--- src/rtl/mem_pkg.sv ---
// Shared definitions for the memory access path: state and channel encodings,
// default bus widths and the wait-counter width.
package mem_pkg;

    localparam int DEF_ADDR_W = 8;
    localparam int DEF_DATA_W = 8;
    localparam int CNT_W      = 4;

    typedef enum logic [1:0] {
        IDLE = 2'd0,
        ACC  = 2'd1,
        HOLD = 2'd2
    } state_t;

    typedef enum logic [1:0] {
        CH_ROM = 2'd0,
        CH_RDR = 2'd1,
        CH_RDW = 2'd2
    } chan_t;

    // True when two or more of the three grants are asserted together.
    function automatic logic multi_grant(input logic a, input logic b, input logic c);
        return (a & b) | (a & c) | (b & c);
    endfunction

endpackage

--- src/rtl/mem_wait_counter.sv ---
// Loadable down-counter used to time memory wait states; stops at zero.
module mem_wait_counter
    import mem_pkg::*;
#(
    parameter int W = CNT_W
) (
    input  logic         clk,
    input  logic         reset,
    input  logic         load,
    input  logic [W-1:0] load_val,
    input  logic         dec,
    output logic [W-1:0] cnt,
    output logic         zero
);

    // Load takes precedence over decrement; the count never wraps below zero.
    always_ff @(posedge clk) begin
        if (reset) begin
            cnt <= '0;
        end else if (load) begin
            cnt <= load_val;
        end else if (dec && (cnt != '0)) begin
            cnt <= cnt - 1'b1;
        end
    end

    assign zero = (cnt == '0);

endmodule

--- src/rtl/mem_access_ctrl.sv ---
// Performs the ROM/RAM access selected by the arbiter grants: latches the
// request, holds the enable for the programmed wait states, returns read data
// and pulses a per-channel done, then waits for the grant to be released.
module mem_access_ctrl
    import mem_pkg::*;
#(
    parameter int ADDR_W   = DEF_ADDR_W,
    parameter int DATA_W   = DEF_DATA_W,
    parameter int ROM_WAIT = 1,
    parameter int RAM_WAIT = 1
) (
    input  logic              clk,
    input  logic              reset,
    input  logic              rom_garant,
    input  logic              ram_garant_rd,
    input  logic              ram_garant_wr,
    input  logic [ADDR_W-1:0] rom_addr,
    input  logic [ADDR_W-1:0] ram_addr,
    input  logic [DATA_W-1:0] ram_wdata,
    output logic              mem_rom_en,
    output logic [ADDR_W-1:0] mem_rom_addr,
    input  logic [DATA_W-1:0] mem_rom_rdata,
    output logic              mem_ram_en,
    output logic              mem_ram_we,
    output logic [ADDR_W-1:0] mem_ram_addr,
    output logic [DATA_W-1:0] mem_ram_wdata,
    input  logic [DATA_W-1:0] mem_ram_rdata,
    output logic [DATA_W-1:0] rom_rdata,
    output logic [DATA_W-1:0] ram_rdata,
    output logic              rom_done,
    output logic              ram_rd_done,
    output logic              ram_wr_done,
    output logic              busy,
    output logic              err_multi
);

    localparam logic [CNT_W-1:0] ROM_CNT = CNT_W'(ROM_WAIT);
    localparam logic [CNT_W-1:0] RAM_CNT = CNT_W'(RAM_WAIT);

    state_t             state;
    state_t             next_state;
    chan_t              chan;
    chan_t              sel_chan;
    logic               any_grant;
    logic               served_grant;
    logic               load;
    logic               dec;
    logic [CNT_W-1:0]   load_val;
    logic [CNT_W-1:0]   cnt;
    logic               zero;
    logic [ADDR_W-1:0]  rom_addr_q;
    logic [ADDR_W-1:0]  ram_addr_q;
    logic [DATA_W-1:0]  wdata_q;

    mem_wait_counter #(.W(CNT_W)) u_wait (
        .clk      (clk),
        .reset    (reset),
        .load     (load),
        .load_val (load_val),
        .dec      (dec),
        .cnt      (cnt),
        .zero     (zero)
    );

    // Priority pick among the grants and the level of the grant being served.
    always_comb begin
        any_grant    = rom_garant | ram_garant_rd | ram_garant_wr;
        sel_chan     = CH_RDW;
        served_grant = 1'b0;
        if (rom_garant) begin
            sel_chan = CH_ROM;
        end else if (ram_garant_rd) begin
            sel_chan = CH_RDR;
        end
        case (chan)
            CH_ROM:  served_grant = rom_garant;
            CH_RDR:  served_grant = ram_garant_rd;
            CH_RDW:  served_grant = ram_garant_wr;
            default: served_grant = 1'b0;
        endcase
    end

    // State register.
    always_ff @(posedge clk) begin
        if (reset) begin
            state <= IDLE;
        end else begin
            state <= next_state;
        end
    end

    // Next-state decode and wait-counter control.
    always_comb begin
        next_state = state;
        load       = 1'b0;
        dec        = 1'b0;
        load_val   = RAM_CNT;
        case (state)
            IDLE: begin
                if (any_grant) begin
                    next_state = ACC;
                    load       = 1'b1;
                    load_val   = (sel_chan == CH_ROM) ? ROM_CNT : RAM_CNT;
                end
            end
            ACC: begin
                if (zero) begin
                    next_state = HOLD;
                end else begin
                    dec = 1'b1;
                end
            end
            HOLD: begin
                if (!served_grant) begin
                    next_state = IDLE;
                end
            end
            default: next_state = IDLE;
        endcase
    end

    // Request latching, read-data capture, done pulses and the sticky error.
    always_ff @(posedge clk) begin
        if (reset) begin
            chan        <= CH_ROM;
            rom_addr_q  <= '0;
            ram_addr_q  <= '0;
            wdata_q     <= '0;
            rom_rdata   <= '0;
            ram_rdata   <= '0;
            rom_done    <= 1'b0;
            ram_rd_done <= 1'b0;
            ram_wr_done <= 1'b0;
            err_multi   <= 1'b0;
        end else begin
            rom_done    <= 1'b0;
            ram_rd_done <= 1'b0;
            ram_wr_done <= 1'b0;
            if ((state == IDLE) && any_grant) begin
                chan <= sel_chan;
                if (sel_chan == CH_ROM) begin
                    rom_addr_q <= rom_addr;
                end else begin
                    ram_addr_q <= ram_addr;
                end
                if (sel_chan == CH_RDW) begin
                    wdata_q <= ram_wdata;
                end
                if (multi_grant(rom_garant, ram_garant_rd, ram_garant_wr)) begin
                    err_multi <= 1'b1;
                end
            end
            if ((state == ACC) && zero) begin
                case (chan)
                    CH_ROM: begin
                        rom_rdata <= mem_rom_rdata;
                        rom_done  <= 1'b1;
                    end
                    CH_RDR: begin
                        ram_rdata   <= mem_ram_rdata;
                        ram_rd_done <= 1'b1;
                    end
                    CH_RDW: begin
                        ram_wr_done <= 1'b1;
                    end
                    default: begin
                    end
                endcase
            end
        end
    end

    assign mem_rom_en    = (state == ACC) && (chan == CH_ROM);
    assign mem_ram_en    = (state == ACC) && (chan != CH_ROM);
    assign mem_ram_we    = (state == ACC) && (chan == CH_RDW) && zero;
    assign mem_rom_addr  = rom_addr_q;
    assign mem_ram_addr  = ram_addr_q;
    assign mem_ram_wdata = wdata_q;
    assign busy          = (state != IDLE);

endmodule

--- config.mk ---
export PLATFORM = sky130hd
export DESIGN_NAME = mem_access_ctrl
export DESIGN_NICKNAME = d
export VERILOG_FILES = /design/src/rtl/mem_pkg.sv /design/src/rtl/mem_wait_counter.sv /design/src/rtl/mem_access_ctrl.sv
export SDC_FILE = /design/constraint.sdc
export NUM_CORES = 1
export LEC_CHECK = 0
export BUFFER_PORTS_ARGS = -buffer_cell sky130_fd_sc_hd__buf_2
export CAP_MARGIN = 5
export CORE_ASPECT_RATIO = 1.5
export CORE_UTILIZATION = 34
export CTS_BUF_LIST = sky130_fd_sc_hd__clkbuf_8
export DETAILED_ROUTE_END_ITERATION = 10
export PLACE_DENSITY = 0.57
export SYNTH_ARGS = -nofsm -noshare
export SYNTH_HDL_FRONTEND = slang
export SYNTH_SLANG_ARGS = --single-unit
--- constraint.sdc ---
create_clock -name clk -period 1.7 [get_ports clk]
set_input_delay 0.085 -clock clk [delete_from_list [all_inputs] [get_ports clk]]
set_output_delay 0.085 -clock clk [all_outputs]
set_load 0.02 [all_outputs]
# Word level (Yosys, flattened, before mapping)
# Index checks and enable logic that the tools add are counted.
[totals]
output_inout_bits = 48
register_bits = 52
[op_classes]
n_eq_ne = 8
n_reduce_logical = 24
addsub = 1
n_bitwise = 9
n_mux = 16
[ops]
columns = ["op", "count"]
rows = [
  ["$reduce_and 2->1", 6],
  ["$mux 2", 5],
  ["$mux 1", 9],
  ["$logic_and 1x1->1", 7],
  ["$eq 2x2->1 const B", 3],
  ["$logic_not 2->1", 3],
  ["$ne 2x2->1 const B", 3],
  ["$pmux 2 s3", 1],
  ["$reduce_bool 2->1", 3],
  ["$eq 2x1->1 const B", 2],
  ["$logic_not 4->1", 1],
  ["$or 1x1->1", 4],
  ["$reduce_bool 4->1", 1],
  ["$reduce_or 2->1", 2],
  ["$sub 4x1->4 const B", 1],
  ["$and 1x1->1", 3],
  ["$pmux 1 s3", 1],
  ["$reduce_and 3->1", 1],
  ["$not 1->1", 2],
]

# Longest topological paths before layout
# Gate-level depths: netlist of the first run.
[depth]
ltp_word = 6
ltp_mapped = 6

# Cells and area by module
# Synthesis of the first run repeated with hierarchy kept, for this count alone.
[hier_totals]
cells_unflattened = 261
hier_area_um2 = 2324.7
[by_module_without_submodules]
columns = ["module", "cells_each", "seq_area_each_um2", "instances", "area_per_inst_um2"]
rows = [
  ["mem_access_ctrl", 232, 960.9, 1, 2062.0],
  ["mem_wait_counter", 29, 80.1, 1, 262.8],
]

# Least setup slack after synthesis of the first run
# OpenSTA, ideal clock, no wires.
[synth_timing]
path_kind = "register to register"
from = "reg u_wait.cnt[0]"
to = "reg ram_rdata[0]"
setup_slack_ns = 0.139
arrival_ns = 1.490
setup_time_ns = 0.072
required_time_ns = 1.628
path_buffers = 1
path_stages_with_launch = 7
path_cell_list = "dfxtp_1 -> inv_1 -> ha_1 -> or3b_4 -> nor4b_2 -> buf_4 -> mux2i_1"
[synth_between]
elab_chain_cells = 3
[synth_rtl]
columns = ["element", "line_no", "text"]
rows = [
  ["start: declaration", "mem_wait_counter.sv:12", "output logic [W-1:0] cnt,"],
  ["start signal: assignment", "mem_wait_counter.sv:21", "cnt <= load_val;"],
  ["start signal: assignment", "mem_wait_counter.sv:23", "cnt <= cnt - 1'b1;"],
  ["$logic_not 4->1", "mem_wait_counter.sv:27", "assign zero = (cnt == '0);"],
  ["$logic_and 1x1->1", "mem_access_ctrl.sv:153", "if ((state == ACC) && zero) begin"],
  ["$reduce_and 2->1 (no line)", "n/a", ""],
  ["end signal: assignment", "mem_access_ctrl.sv:160", "ram_rdata <= mem_ram_rdata;"],
  ["end: declaration", "mem_access_ctrl.sv:29", "output logic [DATA_W-1:0] ram_rdata,"],
]
# No other way between the ends.
# A chain may end at the register's enable or synchronous reset.

# Worst setup path in the final report of the first run
[layout_timing]
from = "reg u_wait.cnt[0]"
to = "reg ram_rdata[6]"
# The elaborated chain is that of the path after synthesis.

==> results of run 1 <==
-- worst min path at each step --
stage                startpoint         endpoint  slack, ns  cells past startpoint
floorplan           rom_addr[0]  mem_rom_addr[0]       0.23                      2
global placement    rom_addr[0]  mem_rom_addr[0]       0.32                      3
detailed placement  rom_addr[7]  mem_rom_addr[7]       0.33                      3
CTS                 rom_addr[2]  mem_rom_addr[2]     0.0009                      3
global route        ram_addr[0]  mem_ram_addr[0]      0.003                      3
finish              ram_addr[0]  mem_ram_addr[0]       0.01                      3
-- per-stage QoR --
step | hold WS, ns | utilization [%]
finish | 0.0131 | 47.1
global route | 0.00332 | 47.1
CTS | 0.000856 | 46.6
detailed placement | 0.327 | 44.3
global placement | 0.319 | 44.3
floorplan | 0.232 | -
-- layout by cell type (no fill, tap or decap), types with 2 or more instances in the layout --
master and instances:
o21ai_0 21, inv_1 5, nor3_1 3, dlygate4sd3_1 5, nand3_1 17, nand2_1 3
dfxtp_1 50, buf_4 10, clkbuf_8 5, nor2_1 13, mux2i_1 25, inv_2 2
buf_2 92, nand2b_1 34, or4_1 3, dfxtp_2 2, o21bai_1 2, a21oi_1 24
-- metal layers --
metal | routed length, um | global-route usage, % | vias up
li1 | - | - | 1026
met1 | 2230 | 16.9 | 934
met2 | 2670 | 28.8 | 75
met3 | 374 | 4.50 | 5
met4 | 57 | 5.77 | 0
met5 | 0 | 0 | -
-- power breakdown --
group	internal, mW	switching [mW]
clock network	0.283	0.409
registers	1.30	0.0520
logic	0.308	0.389
total	1.89	0.849
-- flip-flops by register name, indices dropped and copies added, names as in the netlist --
name           cells
rom_done           1
mem_ram_addr       8
rom_rdata          8
chan               2
state              2
u_wait.cnt         4
mem_ram_wdata      8
ram_rdata          8
err_multi          1
mem_rom_addr       8
ram_wr_done        1
ram_rd_done        1
-- worst reg2reg max path, stage by stage, from the launching register on --
cell     delay, ns
dfxtp_2       0.34
inv_2         0.07
ha_4          0.14
or3b_4        0.38
nor4b_2       0.21
buf_4         0.23
mux2i_1       0.20
-- final cells by class --
| class | instances | area [um2] | share of cell area [%] |
|---|---|---|---|
| Tap cell | 74 | 92.6 | 3.14 |
| Sequential cell | 52 | 1040 | 35.4 |
| Inverter | 5 | 18.8 | 0.636 |
| Timing Repair Buffer | 108 | 606 | 20.5 |
| Clock inverter | 3 | 16.3 | 0.551 |
| Multi-Input combinational cell | 166 | 1100 | 37.4 |
| Clock buffer | 5 | 68.8 | 2.33 |
-- cells in the mapped netlist (2+ instances only) --
cell | count | area (um2)
or4_1 | 3 | 22.5
o21ai_0 | 21 | 105
nor2_1 | 13 | 48.8
a21oi_1 | 24 | 120
inv_1 | 5 | 18.8
nand2b_1 | 34 | 213
clkbuf_1 | 15 | 56.3
nand3_1 | 17 | 85.1
buf_4 | 2 | 15.0
buf_2 | 3 | 15.0
nor3b_1 | 2 | 15.0
dfxtp_1 | 52 | 1040
mux2i_1 | 25 | 250
nor3_1 | 3 | 15.0
o21bai_1 | 2 | 15.0
nand2_1 | 3 | 11.3
-- cells by family (layout without fill, tap and decap cells) --
kind of cell	count (synthesis)	count (layout)	share of synthesized area [%]
mux	25	25	11.2
fa+ha+maj	2	2	1.01
compound gates	52	52	12.5
buf+inv	26	121	5.20
flops	52	52	46.5
simple gates	87	87	23.6
-- what timing repair did --
| action | in CTS | in global routing |
|---|---|---|
| setup endpoints to repair | 6 | 10 |
| gates resized for setup | 1 | 8 |
| pin swaps | 0 | 1 |
| buffers inserted | 1 | 1 |
| hold endpoints to repair | 5 | 0 |
| hold buffers | 5 | 0 |
==> metrics.txt, run 1 <==
fin. max-slew vios=0; drt pass-1 iters=4; slowest CP cell=or3b_4; GR Overflow Total=0; H-tree Lvls=2; max-cap check violation count=0; I/O pin count=a little over 90; final cell count without fillers=roughly 410; final hold vios=0; vias after detailed routing=between 2000 and 2500; TNS Setup=0 ns; worst setup margin=approximately 0.074 ns; yosys warns=0; Horiz. Die Dim=approximately 68 um; critical path fanouts, max=8; DR WL/cell=around 13 um; Final Skew=0.0162 ns; ant diodes=0; post-place instance area=around 2800 um2; final setup vio count=0; largest net degree at the start of global routing=47; CP endpoint kind=flop; post-synthesis cell count=about 240; initial antenna violation count=0; Mapped Area=around 2200 um2; clk_lat worst skew=around 0.31 ns; Lkg Pwr=1.30 nW; ys flop type=dfxtp_1; fin crit period=1.63 ns; CP startpoint=u_wait.cnt[0]; ys async rst share=0%; first-pass GRT wire length=~8400 um; Final Net Count=384; critical path depth=6; Worst Path Buf+Inv=2; Yosys reg bits=52; placed cells=398; worst hold-check path type=in -> reg; number of placement rows=35; maximum vdd drop=0.456 mV; post-route cell area=approximately 3000 um2; reg-to-reg startpoint=u_wait.cnt[0]; Placement Setup Slack=between 0.005 and 0.006 ns; initial DRC count=80; critical-path cell list=inv_2 > ha_4 > or3b_4 > nor4b_2 > buf_4 > mux2i_1; worst setup path end=ram_rdata[6]; Worst Path Required=~1.9 ns; Final GP Congestion=0.742; layout cells sized above 1=approximately 36%; reg2reg path depth=6; Starting Density=35.7%; clk slew on worst S/H paths=~0.1 ns; Post-route DRC=0; Clock Tree Buf Depth=2; Worst path max stage delay=roughly 0.38 ns; fillcell total=~630; flop2flop setup slack=between 0.07 and 0.08 ns; Worst-Margin Slew=0.603 ns; syn avg cell area=approximately 9 um2; Tot GR Track Use=~16%; Crit path max-delay family=simple AND/OR/NAND/NOR gates; status=finished, final reports clean; Overall Power=roughly 2.7 mW; die area=about 6900 um2; port bufs=between 90 and 100; Peak Freq=just over 600 MHz; root buf cell=clkbuf_8; # clock sinks=52; number of global-route vias before repair=1960; dpl hpwl=approximately 3700 um; CP Launch Type=flop; Routed WL=between 5000 and 6000 um; Power Density=930 nW/um2; core footprint=6260 um2; DR vias/cell=4.94; final period utilization=95.6%; RSZ-0062 raised after global routing=no; WP data arrival=about 1.9 ns; reg-to-reg endpoint=ram_rdata[6]; Syn Nets=290; post-synthesis sequential area ratio=a little under half; CTS tree=done; worst setup path class=reg -> reg; Area Overhead vs Synth=31.9%; clock buffer count from CTS=5; Yosys cell types=36; Antenna Nets Post-Route=0; Post-synth EDFFs=0; headroom to the max-slew limit=about three fifths; die span in y=slightly above 100 um
Power figures use the tool's default switching activity.
==> run 2: changes to the inputs <==
- RECOVER_POWER: default -> 100
- SETUP_SLACK_MARGIN: default -> 0.15
==> run 2 against run 1 <==
- non-clock buffer count is 3 lower
- clock skew is 0.0088 ns lower
- fmax is 1.4% higher
- register-to-register slack better by 0.02 ns
- core utilization is 1.2 points lower
- worst setup slack better by 0.023 ns
- final cell count is 0.73% lower
- sequential share of layout area is 0.91 points higher
- first-iteration DRC count is 56% lower
- flip-flop and latch count stayed put
- routed wire length is 0.73% lower
- power is 3.8% higher
- highest routed layer unchanged
- critical path type unchanged
==> metrics.txt, run 2 (same netlist as run 1, synthesis figures left out) <==
die area=6910 um2; maximum vdd drop=roughly 0.53 mV; RSZ-0062 raised after global routing=yes; clock buffer count from CTS=5; clk_lat worst skew=approximately 0.3 ns; commonest non-fill, non-tap cell in the layout=dfxtp_1; fin. max-slew vios=0; # clock sinks=52; layout cells sized above 1=between 20% and 30%; worst setup path class=reg -> reg; commonest non-fill, non-tap cells in the layout=50 x dfxtp_1, 48 x clkbuf_1, 44 x buf_2; drt pass-1 iters=4; flop2flop setup slack=between 0.09 and 0.1 ns; Worst path max stage delay=0.39 ns; Starting Density=approximately 36%; CTS tree=done; DR WL/cell=between 10 and 15 um; final period utilization=94.3%; worst setup margin=approximately 0.097 ns; initial antenna violation count=0; Post-route DRC=0; Hold-fix buffers, CTS=0; Horiz. Die Dim=approximately 70 um; root buf cell=clkbuf_8; max-cap check violation count=0; fillcell total=about 630; first-pass GRT wire length=roughly 8000 um; Final Net Count=approximately 380; reg-to-reg endpoint=ram_rdata[7]; vias after detailed routing=around 2000; I/O pin count=93; Worst-Margin Slew=between 0.5 and 0.6 ns; Peak Freq=624 MHz; TNS Setup=0 ns; number of placement rows=35; Area Overhead vs Synth=28.6%; WP data arrival=1.83 ns; WHS Path Cells=3; die span in y=101 um; DR vias/cell=4.92; CP Launch Type=flop; initial DRC count=35; Worst Path Required=just under 2 ns; GR Overflow Total=0; ant diodes=0; hold path start=rom_addr[5]; Final GP Congestion=0.715; fin crit period=between 1.5 and 2 ns; largest net degree at the start of global routing=44; H-tree Lvls=2; critical path fanouts, max=8; area taken by multi-input logic gates=1120 um2; Final Skew=approximately 0.0074 ns; port bufs=between 90 and 100; WL met1=around 2300 um; Tot GR Track Use=between 10% and 20%; number of global-route vias before repair=1859; Power Density=approximately 990 nW/um2; Clock Tree Buf Depth=2; Placement Setup Slack=0.0155 ns; worst hold-check path type=in -> reg; met3 routed WL=380 um; slowest CP cell=or3b_4; routed wl met2=between 2000 and 3000 um; Antenna Nets Post-Route=0; Lkg Pwr=between 1 and 1.5 nW; headroom to the max-slew limit=62.0%; reg-to-reg startpoint=u_wait.cnt[0]; status=finished, final reports clean; Register Area=roughly 1000 um2; dpl hpwl=approximately 3700 um; top routing layer used=met4; core footprint=6260 um2; post-place instance area=between 2000 and 3000 um2; reg2reg path depth=6; critical-path cell list=inv_2 > ha_4 > or3b_4 > nor4b_4 > buf_6 > mux2i_1; final hold vios=0; clk slew on worst S/H paths=around 0.090 ns; final setup vio count=0; Hold Crit Endpoint=mem_rom_addr[5]; Routed WL=between 5000 and 6000 um; post-route cell area=approximately 2900 um2; CP endpoint kind=flop
run 2: timing repair:
item                       in CTS  in global routing
pin swaps                       2                  3
cloned                          0                  0
setup endpoints to repair      18                 18
resized for setup               5                  9
buffers inserted                2                  1
run 2: layout make-up:
class                      instances  share of cell area [%]
tap                               74                    3.22
clock buffer                       5                    2.39
inverter                           5                   0.652
sequential                        52                    36.3
multi-input combinational        166                    38.8
clock inverter                     3                    1.35
timing repair buffer             105                    17.3
run 2: worst max path at each step:
stage                     slack, ns          start      endpoint  cells past startpoint
after detailed placement       0.02  u_wait.cnt[1]  ram_rdata[7]                      6
after global routing           0.02  u_wait.cnt[0]    mem_ram_we                      6
final                           0.1  u_wait.cnt[0]  ram_rdata[7]                      6
after CTS                      0.02  u_wait.cnt[1]  ram_rdata[7]                      6
after global placement         0.11  u_wait.cnt[1]  ram_rdata[6]                      6
after floorplan                0.16  u_wait.cnt[1]  ram_rdata[0]                      6
run 2: critical path: cells and delay by family, from the launching register on:
kind | cells | cell delay, ns
muxes | 1 | 0.19
DFF | 1 | 0.34
buffers and inverters | 2 | 0.26
adders and majority gates | 1 | 0.13
and+or+nand+nor | 2 | 0.61
run 2: layer usage:
metal	track usage [%]	vias up
li1	-	1023
met1	16.9	907
met2	26.7	82
met3	3.83	4
met4	5.29	0
met5	0	-
run 2: through the flow:
step	util (%)	total power [mW]	cells	hold slack, ns
2_1_floorplan	-	1.82	244	0.232
5_1_grt	45.9	3.00	410	0.0102
4_1_cts	46.8	2.92	409	0.00521
6_report	45.9	2.85	410	0.0144
3_3_place_gp	44.6	2.05	399	0.317
3_5_place_dp	44.6	2.05	399	0.335
run 2: report_power, final:
group | internal (mW) | switching [mW] | leakage (nW) | total [mW]
Sequential | 1.30 | 0.0548 | 0.424 | 1.36
Clock | 0.432 | 0.402 | 0.0593 | 0.834
Combinational | 0.267 | 0.389 | 0.610 | 0.657
==> run 3: changes to the inputs <==
- CORE_UTILIZATION: 34 -> 46
- PLACE_DENSITY: 0.57 -> 0.82
- SYNTH_HIERARCHICAL: default -> 1
==> run 3 against run 2 <==
- the run now ends with negative setup slack left
- synthesized cell count is 7.0% higher
- die area is 23% lower
- global-route usage is 7.3 points higher
- combinational power is 110% higher
- sequential power is 6% higher
- clock-buffer cell count is 1 higher
- worst hold slack worse by 0.0012 ns
- first-iteration DRC count grew to 4.7 times the previous value
- power is 24% higher
- clock skew is 0.0022 ns lower
==> metrics.txt, run 3 <==
status=complete, but fails checks; failing checks=negative setup slack; first-pass GRT wire length=9120 um; Post-route DRC=0; fin. max-slew vios=0; post-place instance area=between 2000 and 3000 um2; Synth top cells by count=52 x dfxtp_1, 36 x a21oi_1, 34 x nand3_1; reg-to-reg startpoint=u_wait/cnt[1]; GR Overflow Total=0; most frequent cell after synthesis=dfxtp_1; yosys warns=6; die area=around 5300 um2; Yosys reg bits=52; syn avg cell area=8.91 um2; max-cap check violation count=0; CP endpoint kind=output pin; I/O pin count=93; Mapped Area=2320 um2; clock buffer count from CTS=5; CP startpoint=u_wait/cnt[1]; post-synthesis cell count=261; Post-synth EDFFs=0; Area Overhead vs Synth=37.2%; layout cells sized above 1=a little under two fifths; DR vias/cell=about 5.4; Lkg Pwr=roughly 1.2 nW; dpl hpwl=between 3000 and 4000 um; post-route cell area=approximately 3200 um2; fillcell total=just over 400; Power Density=between 1000 and 1500 nW/um2; ys async rst share=0%; DR WL/cell=~15 um; final hold vios=0; fin crit period=just under 2 ns; initial DRC count=166; H-tree Lvls=2; Peak Freq=approximately 500 MHz; ant diodes=0; worst setup path class=reg -> out; Antenna Nets Post-Route=0; critical path fanouts, max=3; final period utilization=115%; Final Skew=approximately 0.0052 ns; final setup vio count=18; Synth top area share=between 40% and 50%; Worst-Margin Slew=a little over 0.8 ns; ys flop type=dfxtp_1; CTS tree=done; Final GP Congestion=about 0.76; drt pass-1 iters=4; CP Launch Type=flop; reg-to-reg endpoint=u_wait/cnt[0]; Hold-fix buffers, CTS=0; placed cells=~410; Clock Tree Buf Depth=2; Starting Density=between 40% and 50%; core footprint=4850 um2; largest net degree at the start of global routing=30; Routed WL=roughly 6500 um; flop2flop setup slack=-0.18 ns; Worst Path Required=between 1.5 and 2 ns; hold path start=rom_addr[5]; Synth area leaders=dfxtp_1 45%, a21oi_1 7.8%, nand3_1 7.3%; # clock sinks=between 50 and 60; worst setup path end=mem_ram_we; RSZ-0062 raised after global routing=yes; number of global-route vias before repair=~2000; worst hold-check path type=in -> reg; Yosys cell types=48; reg2reg path depth=11; WP data arrival=approximately 1.9 ns; headroom to the max-slew limit=~46%; clk_lat worst skew=a little over 0.3 ns; die span in y=roughly 89 um; commonest non-fill, non-tap cells in the layout=47 x dfxtp_1, 47 x buf_2, 45 x clkbuf_1; initial antenna violation count=0; vias after detailed routing=roughly 2400; Final Net Count=~420; root buf cell=clkbuf_8; clk slew on worst S/H paths=about 0.090 ns; number of placement rows=31; Horiz. Die Dim=about 60 um; Synth area leader=dfxtp_1; maximum vdd drop=0.514 mV; final cell count without fillers=between 400 and 500; Tot GR Track Use=between 20% and 30%; worst setup margin=-0.248 ns; port bufs=92; post-synthesis sequential area ratio=around 45%
## run 3: changes by cell type after synthesis, moves of 8 or more
cell	previous run	this run
a21oi_1	24	36
clkbuf_1	15	4
mux2i_1	25	9
nand2b_1	34	0
nand3_1	17	34
nor2_1	13	21
o21ai_1	0	16
## run 3: timing repair
item / in CTS / in global routing
setup buffers: 11 / 5
gates resized for setup: 35 / 26
pin swaps: 33 / 17
setup endpoints to repair: 26 / 43
gates cloned: 1 / 0
## run 3: cells by family (layout without fill, tap and decap cells)
family	count (synthesis)	after routing	synth area share, %
AO/OA/AOI/OAI	80	80	19.9
adder cells (fa/ha/maj)	2	2	0.969
buffers and inverters	30	138	8.61
flip-flops	52	52	44.8
multiplexers	10	10	4.36
other	2	4	0.323
AND/OR/NAND/NOR	85	85	21.0
## run 3: stage by stage
| stage | worst slack [ns] | hold slack (ns) | util [%] | power, mW | TNS, ns |
|---|---|---|---|---|---|
| after floorplan | -0.228 | 0.150 | - | 2.20 | -0.812 |
| final | -0.248 | 0.0132 | 65.8 | 3.52 | -2.10 |
| after detailed placement | -0.0452 | 0.334 | 58.6 | 2.44 | -0.0452 |
| after CTS | -0.132 | 0.0170 | 64.7 | 3.35 | -0.677 |
| after global placement | -0.00581 | 0.316 | 58.6 | 2.42 | -0.00581 |
| after global routing | -0.277 | 0.0142 | 65.8 | 3.68 | -3.02 |
## run 3: critical path: stages, from the launching register on
cell and delay (ns):
dfxtp_2 0.35, inv_4 0.07, ha_4 0.13, or3b_4 0.39
inv_4 0.08, and3b_2 0.21, and3_4 0.20, buf_6 0.11
## run 3: worst min-delay path by stage
stage,endpoint,depth (start not counted),slack (ns)
final,mem_rom_addr[5],3,0.01
after global placement,mem_rom_addr[4],3,0.32
after global routing,mem_ram_addr[6],3,0.01
after detailed placement,mem_rom_addr[0],3,0.33
after CTS,mem_rom_addr[5],3,0.02
after floorplan,u_wait/cnt[0],1,0.15
## run 3: power by group
group	internal, mW	switching, mW
combinational	0.593	0.763
sequential	1.33	0.107
clock	0.325	0.402
## run 3: cell type report
type	count	area, um2	share of cell area [%]
Inverter	9	48.8	1.53
Clock inverter	2	11.3	0.353
Clock buffer	6	82.6	2.59
Tap cell	66	82.6	2.59
Timing Repair Buffer	121	663	20.8
Multi-Input combinational cell	181	1250	39.2
Sequential cell	52	1050	32.9
## run 3: per-layer routing
metal  GRT usage (%)  routed length, um  vias up
li1                -                  -     1138
met1            26.0               2500     1126
met2            39.8               3540       83
met3            4.05                292       17
met4            8.67                187        0
met5               0                  0        -
